--- src/rtl/display_regfile_pkg.sv ---
// Shared definitions for the display register file: register index map,
// COMMIT address helper and default staleness window.
package display_regfile_pkg;

    // Register indices used by the display rendering logic
    localparam int REG_SPEED     = 0;
    localparam int REG_READY     = 1;
    localparam int REG_CAR_BATT  = 2;
    localparam int REG_DISP_BATT = 3;
    localparam int REG_GPS       = 4;
    localparam int REG_ERR       = 5;

    // Ticks without a refresh before a register is flagged stale
    localparam int DEFAULT_STALE_TICKS = 250;

    // The COMMIT address is the all-ones value of the address bus
    function automatic int unsigned commit_addr(input int unsigned addr_w);
        return (32'd1 << addr_w) - 32'd1;
    endfunction

endpackage

--- src/rtl/display_regfile_stale_timer.sv ---
// Per-register staleness timer. Counts ticks since the last refresh and
// saturates at STALE_TICKS; the register is stale while saturated.
// After reset the timer starts saturated because no data has arrived yet.
module stale_timer
    import display_regfile_pkg::*;
#(
    parameter int STALE_TICKS = DEFAULT_STALE_TICKS
) (
    input  logic clk,
    input  logic reset,
    input  logic tick,
    input  logic clear,
    output logic stale
);

    localparam int CW = (STALE_TICKS < 2) ? 1 : $clog2(STALE_TICKS + 1);
    localparam logic [CW-1:0] MAX_COUNT = CW'(STALE_TICKS);

    logic [CW-1:0] count;

    // Refresh clears the count and takes priority over a coincident tick
    always_ff @(posedge clk) begin
        if (reset) begin
            count <= MAX_COUNT;
        end else if (clear) begin
            count <= '0;
        end else if (tick && (count != MAX_COUNT)) begin
            count <= count + 1'b1;
        end
    end

    assign stale = (count == MAX_COUNT);

endmodule

--- src/rtl/display_regfile.sv ---
// Display register file: host writes go to a shadow bank and are copied to
// the live bank atomically by a write to the COMMIT address (all ones), so
// the renderer never sees half-updated state. Provides registered readback
// of the shadow bank, an unmapped-address error pulse and, when the macro
// DISPLAY_REGFILE_STALE_EN is defined, per-register staleness flags.
module display_regfile
    import display_regfile_pkg::*;
#(
    parameter int NUM_REGS    = 8,
    parameter int DATA_W      = 8,
    parameter int ADDR_W      = 4,
    parameter int STALE_TICKS = DEFAULT_STALE_TICKS,
    parameter int AUTO_COMMIT = 0
) (
    input  logic                       clk,
    input  logic                       reset,
    input  logic                       tick,
    input  logic                       write,
    input  logic [ADDR_W-1:0]          addr,
    input  logic [DATA_W-1:0]          data_in,
    input  logic [ADDR_W-1:0]          rd_addr,
    output logic [DATA_W-1:0]          rd_data,
    output logic [NUM_REGS*DATA_W-1:0] regs_out,
    output logic [NUM_REGS-1:0]        stale,
    output logic                       commit_pulse,
    output logic                       addr_err
);

    localparam logic [ADDR_W-1:0] COMMIT_ADDR = ADDR_W'(commit_addr(ADDR_W));
    localparam logic [ADDR_W-1:0] REG_LIMIT   = ADDR_W'(NUM_REGS);

    logic [DATA_W-1:0]   shadow [NUM_REGS];
    logic [DATA_W-1:0]   live   [NUM_REGS];
    logic [NUM_REGS-1:0] wr_sel;
    logic                wr_reg;
    logic                wr_commit;
    logic                wr_unmapped;
    logic [DATA_W-1:0]   rd_next;

    // Decode the host write into register select, commit or unmapped error
    always_comb begin
        wr_reg      = write && (addr < REG_LIMIT);
        wr_commit   = write && (addr == COMMIT_ADDR);
        wr_unmapped = write && !wr_reg && !wr_commit;
        for (int i = 0; i < NUM_REGS; i++) begin
            wr_sel[i] = write && (addr == ADDR_W'(i));
        end
    end

    // Shadow bank takes every mapped host write
    always_ff @(posedge clk) begin
        if (reset) begin
            for (int i = 0; i < NUM_REGS; i++) shadow[i] <= '0;
        end else begin
            for (int i = 0; i < NUM_REGS; i++) begin
                if (wr_sel[i]) shadow[i] <= data_in;
            end
        end
    end

    // Live bank copies the whole shadow on COMMIT, or tracks writes directly in auto-commit builds
    always_ff @(posedge clk) begin
        if (reset) begin
            for (int i = 0; i < NUM_REGS; i++) live[i] <= '0;
        end else if (wr_commit) begin
            for (int i = 0; i < NUM_REGS; i++) live[i] <= shadow[i];
        end else if (AUTO_COMMIT != 0) begin
            for (int i = 0; i < NUM_REGS; i++) begin
                if (wr_sel[i]) live[i] <= data_in;
            end
        end
    end

    // Readback mux forwards a same-edge write so rd_data always shows the post-write shadow
    always_comb begin
        rd_next = '0;
        for (int i = 0; i < NUM_REGS; i++) begin
            if (rd_addr == ADDR_W'(i)) rd_next = wr_sel[i] ? data_in : shadow[i];
        end
    end

    // Registered readback and one-cycle status pulses
    always_ff @(posedge clk) begin
        if (reset) begin
            rd_data      <= '0;
            commit_pulse <= 1'b0;
            addr_err     <= 1'b0;
        end else begin
            rd_data      <= rd_next;
            commit_pulse <= wr_commit;
            addr_err     <= wr_unmapped;
        end
    end

    genvar g;
    generate
        for (g = 0; g < NUM_REGS; g++) begin : g_out
            assign regs_out[g*DATA_W +: DATA_W] = live[g];
        end
    endgenerate

`ifdef DISPLAY_REGFILE_STALE_EN
    generate
        for (g = 0; g < NUM_REGS; g++) begin : g_stale
            stale_timer #(
                .STALE_TICKS(STALE_TICKS)
            ) u_stale_timer (
                .clk  (clk),
                .reset(reset),
                .tick (tick),
                .clear(wr_sel[g]),
                .stale(stale[g])
            );
        end
    endgenerate
`else
    logic unused_tick;
    assign unused_tick = tick;
    assign stale       = '0;
`endif

endmodule

--- config.mk ---
export PLATFORM = sky130hd
export DESIGN_NAME = display_regfile
export DESIGN_NICKNAME = d
export VERILOG_FILES = /design/src/rtl/display_regfile_pkg.sv /design/src/rtl/display_regfile_stale_timer.sv /design/src/rtl/display_regfile.sv
export SDC_FILE = /design/constraint.sdc
export NUM_CORES = 1
export LEC_CHECK = 0
export ABC_AREA = 1
export CAP_MARGIN = 25
export CORE_MARGIN = 10
export CORE_UTILIZATION = 60
export DETAILED_ROUTE_END_ITERATION = 10
export DONT_BUFFER_PORTS = 1
export PLACE_DENSITY = 0.73
export RECOVER_POWER = 50
export SETUP_SLACK_MARGIN = 0.5
export SKIP_LAST_GASP = 1
export SLEW_MARGIN = 10
export SYNTH_ARGS = -nofsm -noshare
export SYNTH_HDL_FRONTEND = slang
export SYNTH_HIERARCHICAL = 1
export SYNTH_SLANG_ARGS = --single-unit
--- constraint.sdc ---
create_clock -name clk -period 7.14 [get_ports clk]
set_input_delay 0.357 -clock clk [delete_from_list [all_inputs] [get_ports clk]]
set_output_delay 0.357 -clock clk [all_outputs]
set_load 0.02 [all_outputs]
==> run summary <==
Antenna cell count: 0
Synth Instances: 624
Worst Path Buf+Inv: 0
Syn avg cell area: 10.1 sq um
RSZ-0062 raised after global routing: false
Final hold vios: 0
Number of DRC markers in iteration 0: 729
CTS Buf Count: 17
Status: finished clean
CTS tree: yes
Pwr Density: 280 nW/um^2
Leakage: 0.00280 uW
Worst hold path cell count: 1
Grt peak-use layer: met2
P&R area growth vs syn: 8.44%
Clock Tree Buf Depth: 2
Critical Path End Type: flip-flop
Synth top area cells: edfxtp_1 61%, nor2_1 8.5%, inv_1 4.8%
GRT met1 Usage: 27.1%
Hold/Removal Path Class: in -> reg
Crit path max fanout: 21
Slowest-stage cell, CP: nor2_1
FF-to-FF path depth: 8
Synth unique cells: 27
Total wire length: 15600 um
CP Launch Type: primary input
Root Buffer Master: clkbuf_8
Share of post-route cells with drive strength above 1: 7.15%
Routed wire per std cell: 20.4 um
Die Width: 123 um
Worst-Skew Late Latency: 0.54 ns
Post-CTS Setup Repair Bufs: 0
# resized after CTS: 0
Sequential-to-total area share from yosys stat: 63.9%
Sink Count: 138
Grt met3 use: 6.57%
Period utilization: 31.6%
Max Fclk: 444 MHz
Sequential share of power: 50.6%
DRC viols: 0
Clk pwr share: 43.7%
Hold EP: live[0][58]
H-tree depth: 4
Antenna violations before repair: 0
Nets@finish: 636
Vias per cell: 5.86
Yosys warning total: 6
Row count: 37
Worst-path cell chain: nor2_1 > nand2_1 > nand2_1 > nand3_1 > nand3_1 > nor2_1 > nand4_1 > nor2_1 > nor2_1
Pins Over Slew Limit: 0
Hold_ws: 0.00521 ns
Peak supply drop: 0.165 mV
First-pass GRT wire length: 24000 um
Tmin final: 2.25 ns
Crit Path Class: in -> reg
Slew Limit Headroom: 16.6%
Die area: 15100 sq um
Port Buffers: 0
GR Overflow Total: 0
Sw power: 468 uW
Post-synth top area share: 60.7%
Met2 GRT Util: 31.6%
RR Startpoint: shadow[0][19]
Cell-internal power: 1450 uW
IO Count: 102
R2r setup slk: 5.70 ns
Vias in the first global route: 4283
Arr. time, crit path: 2.73 ns
Skew final: 0.0109 ns
Tot GR Track Use: 21.1%
Top cell by count, worst path: nor2_1
Final setup vio count: 0
HP Start: reset
Final Wtd Congestion: 0.974
End of the worst register-to-register path: rd_data[3]
Family with the most delay on the worst path: simple AND/OR/NAND/NOR gates
Yosys reg bits: 138
Max cap viols: 0
Core area: 10300 sq um
Largest net degree at the start of global routing: 57
Area leader, netlist: edfxtp_1
Comb pwr share: 5.7%
Dpl hpwl: 10400 um
Post-synthesis cell area: 6330 sq um
Vias: 4485
Worst-path clk slew: 0.06 ns
Fin Setup TNS: 0 ns
Crit-path max cell delay: 0.92 ns
DIE HEIGHT: 123 um
Initial core utilization: 61.3%
Net Sw Frac: 24.4%
Pin slew with the least headroom to its limit: 1.25 ns
First-pass detailed-route iteration total: 5
Antenna-violating nets left: 0
Worst EP required: 7.62 ns
-- sequential cells by signal (all words and copies together), names as in the netlist --
signal,cells
live,64
shadow,64
rd_data,8
addr_err,1
commit_pulse,1
-- area by class of cell --
type	instances	area (sq um)
multi-input combinational	366	1710
inverter	88	330
sequential	138	4040
fill	746	3460
clock buffer	19	422
timing repair buffer	5	41.3
clock inverter	13	146
tap	136	170
-- power by group through the flow --
| stage | clock network, uW | registers (uW) | logic [uW] |
|---|---|---|---|
| floorplan | 0 | 982 | 86.0 |
| global placement | 0 | 988 | 102 |
| detailed placement | 0 | 990 | 105 |
| CTS | 844 | 973 | 108 |
| global route | 876 | 977 | 120 |
| finish | 840 | 973 | 109 |
-- per-layer routing --
layer	share of wire, %	vias up	wire [um]
met3	12	48	1800
li1	-	2065	-
met1	39	2085	6090
met2	46	287	7160
met5	0	-	0
met4	3.7	0	584
-- cell usage after synthesis --
| cell type | count |
|---|---|
| nor2_1 | 143 |
| edfxtp_1 | 128 |
| inv_1 | 81 |
| nand2_1 | 71 |
| nand3_1 | 44 |
| o211ai_1 | 24 |
| nand4_1 | 20 |
| buf_4 | 14 |
| clkbuf_1 | 14 |
| nor3_1 | 13 |
| dfxtp_1 | 10 |
| a211oi_1 | 8 |
| a21oi_1 | 8 |
| inv_2 | 7 |
| o21ai_0 | 6 |
| nor2_2 | 5 |
| buf_2 | 4 |
| buf_6 | 4 |
| nor3_2 | 4 |
| buf_1 | 3 |
| nor2_4 | 3 |
| nor3_4 | 3 |
| o21ai_1 | 3 |
| conb_1 | 1 |
| nand2_2 | 1 |
| nand2_4 | 1 |
| nand3_2 | 1 |
-- logic make-up after synthesis --
logic type      count (synthesis)  share of synthesized area, %
simple gates                  309                          22.0
flops                         138                          63.9
buf+inv                       127                          8.91
compound gates                 49                          5.14
other cells                     1                        0.0592
-- metrics by stage --
stage	setup WS, ns	util, %	cell area [sq um]	instances	power (uW)
final	4.89	66.5	6870	765	1920
after global routing	4.55	66.5	6870	765	1970
after CTS	5.27	66.9	6910	765	1930
after detailed placement	4.71	61.1	6310	730	1090
after global placement	4.76	61.1	6310	730	1090
after floorplan	4.35	-	6360	631	1070
-- layout by cell type (no fill, tap or decap), types with 2 or more instances in the layout --
cell           netlist  layout
a21oi_1              8       8
nor3_1              13      13
o21ai_1              3       3
nand3_1             44      44
inv_1               81      83
nor3_4               3       3
inv_2                7       5
a211oi_1             8       8
clkbuf_1            14       3
nor2_1             143     150
clkinv_4             0       3
dfxtp_1             10      10
edfxtp_1           128     128
nand2_1             71      73
clkbuf_16            0      16
nand4_1             20      20
o21ai_0              6       6
o211ai_1            24      24
conb_1               1       8
clkinvlp_4           0       5
nor3_2               4       4
dlygate4sd3_1        0       3
inv_6                0       2
bufinv_16            0       2
-- worst max-delay path by stage --
stage	from	end	slack (ns)	cells after the start
3_3_place_gp	addr[0]	shadow[1][2]	4.76	3
2_1_floorplan	reset	live[0][0]	4.35	4
5_1_grt	addr[2]	rd_data[2]	4.55	9
3_5_place_dp	addr[0]	shadow[1][1]	4.71	3
6_report	addr[2]	rd_data[3]	4.89	9
4_1_cts	addr[0]	shadow[1][5]	5.27	3
-- timing repair --
item	4_1_cts	5_1_grt
endpoints found under the setup margin	0	0
hold endpoints to repair	10	0
hold buffers	3	0
Note: power is estimated with default switching activity, not from simulation.
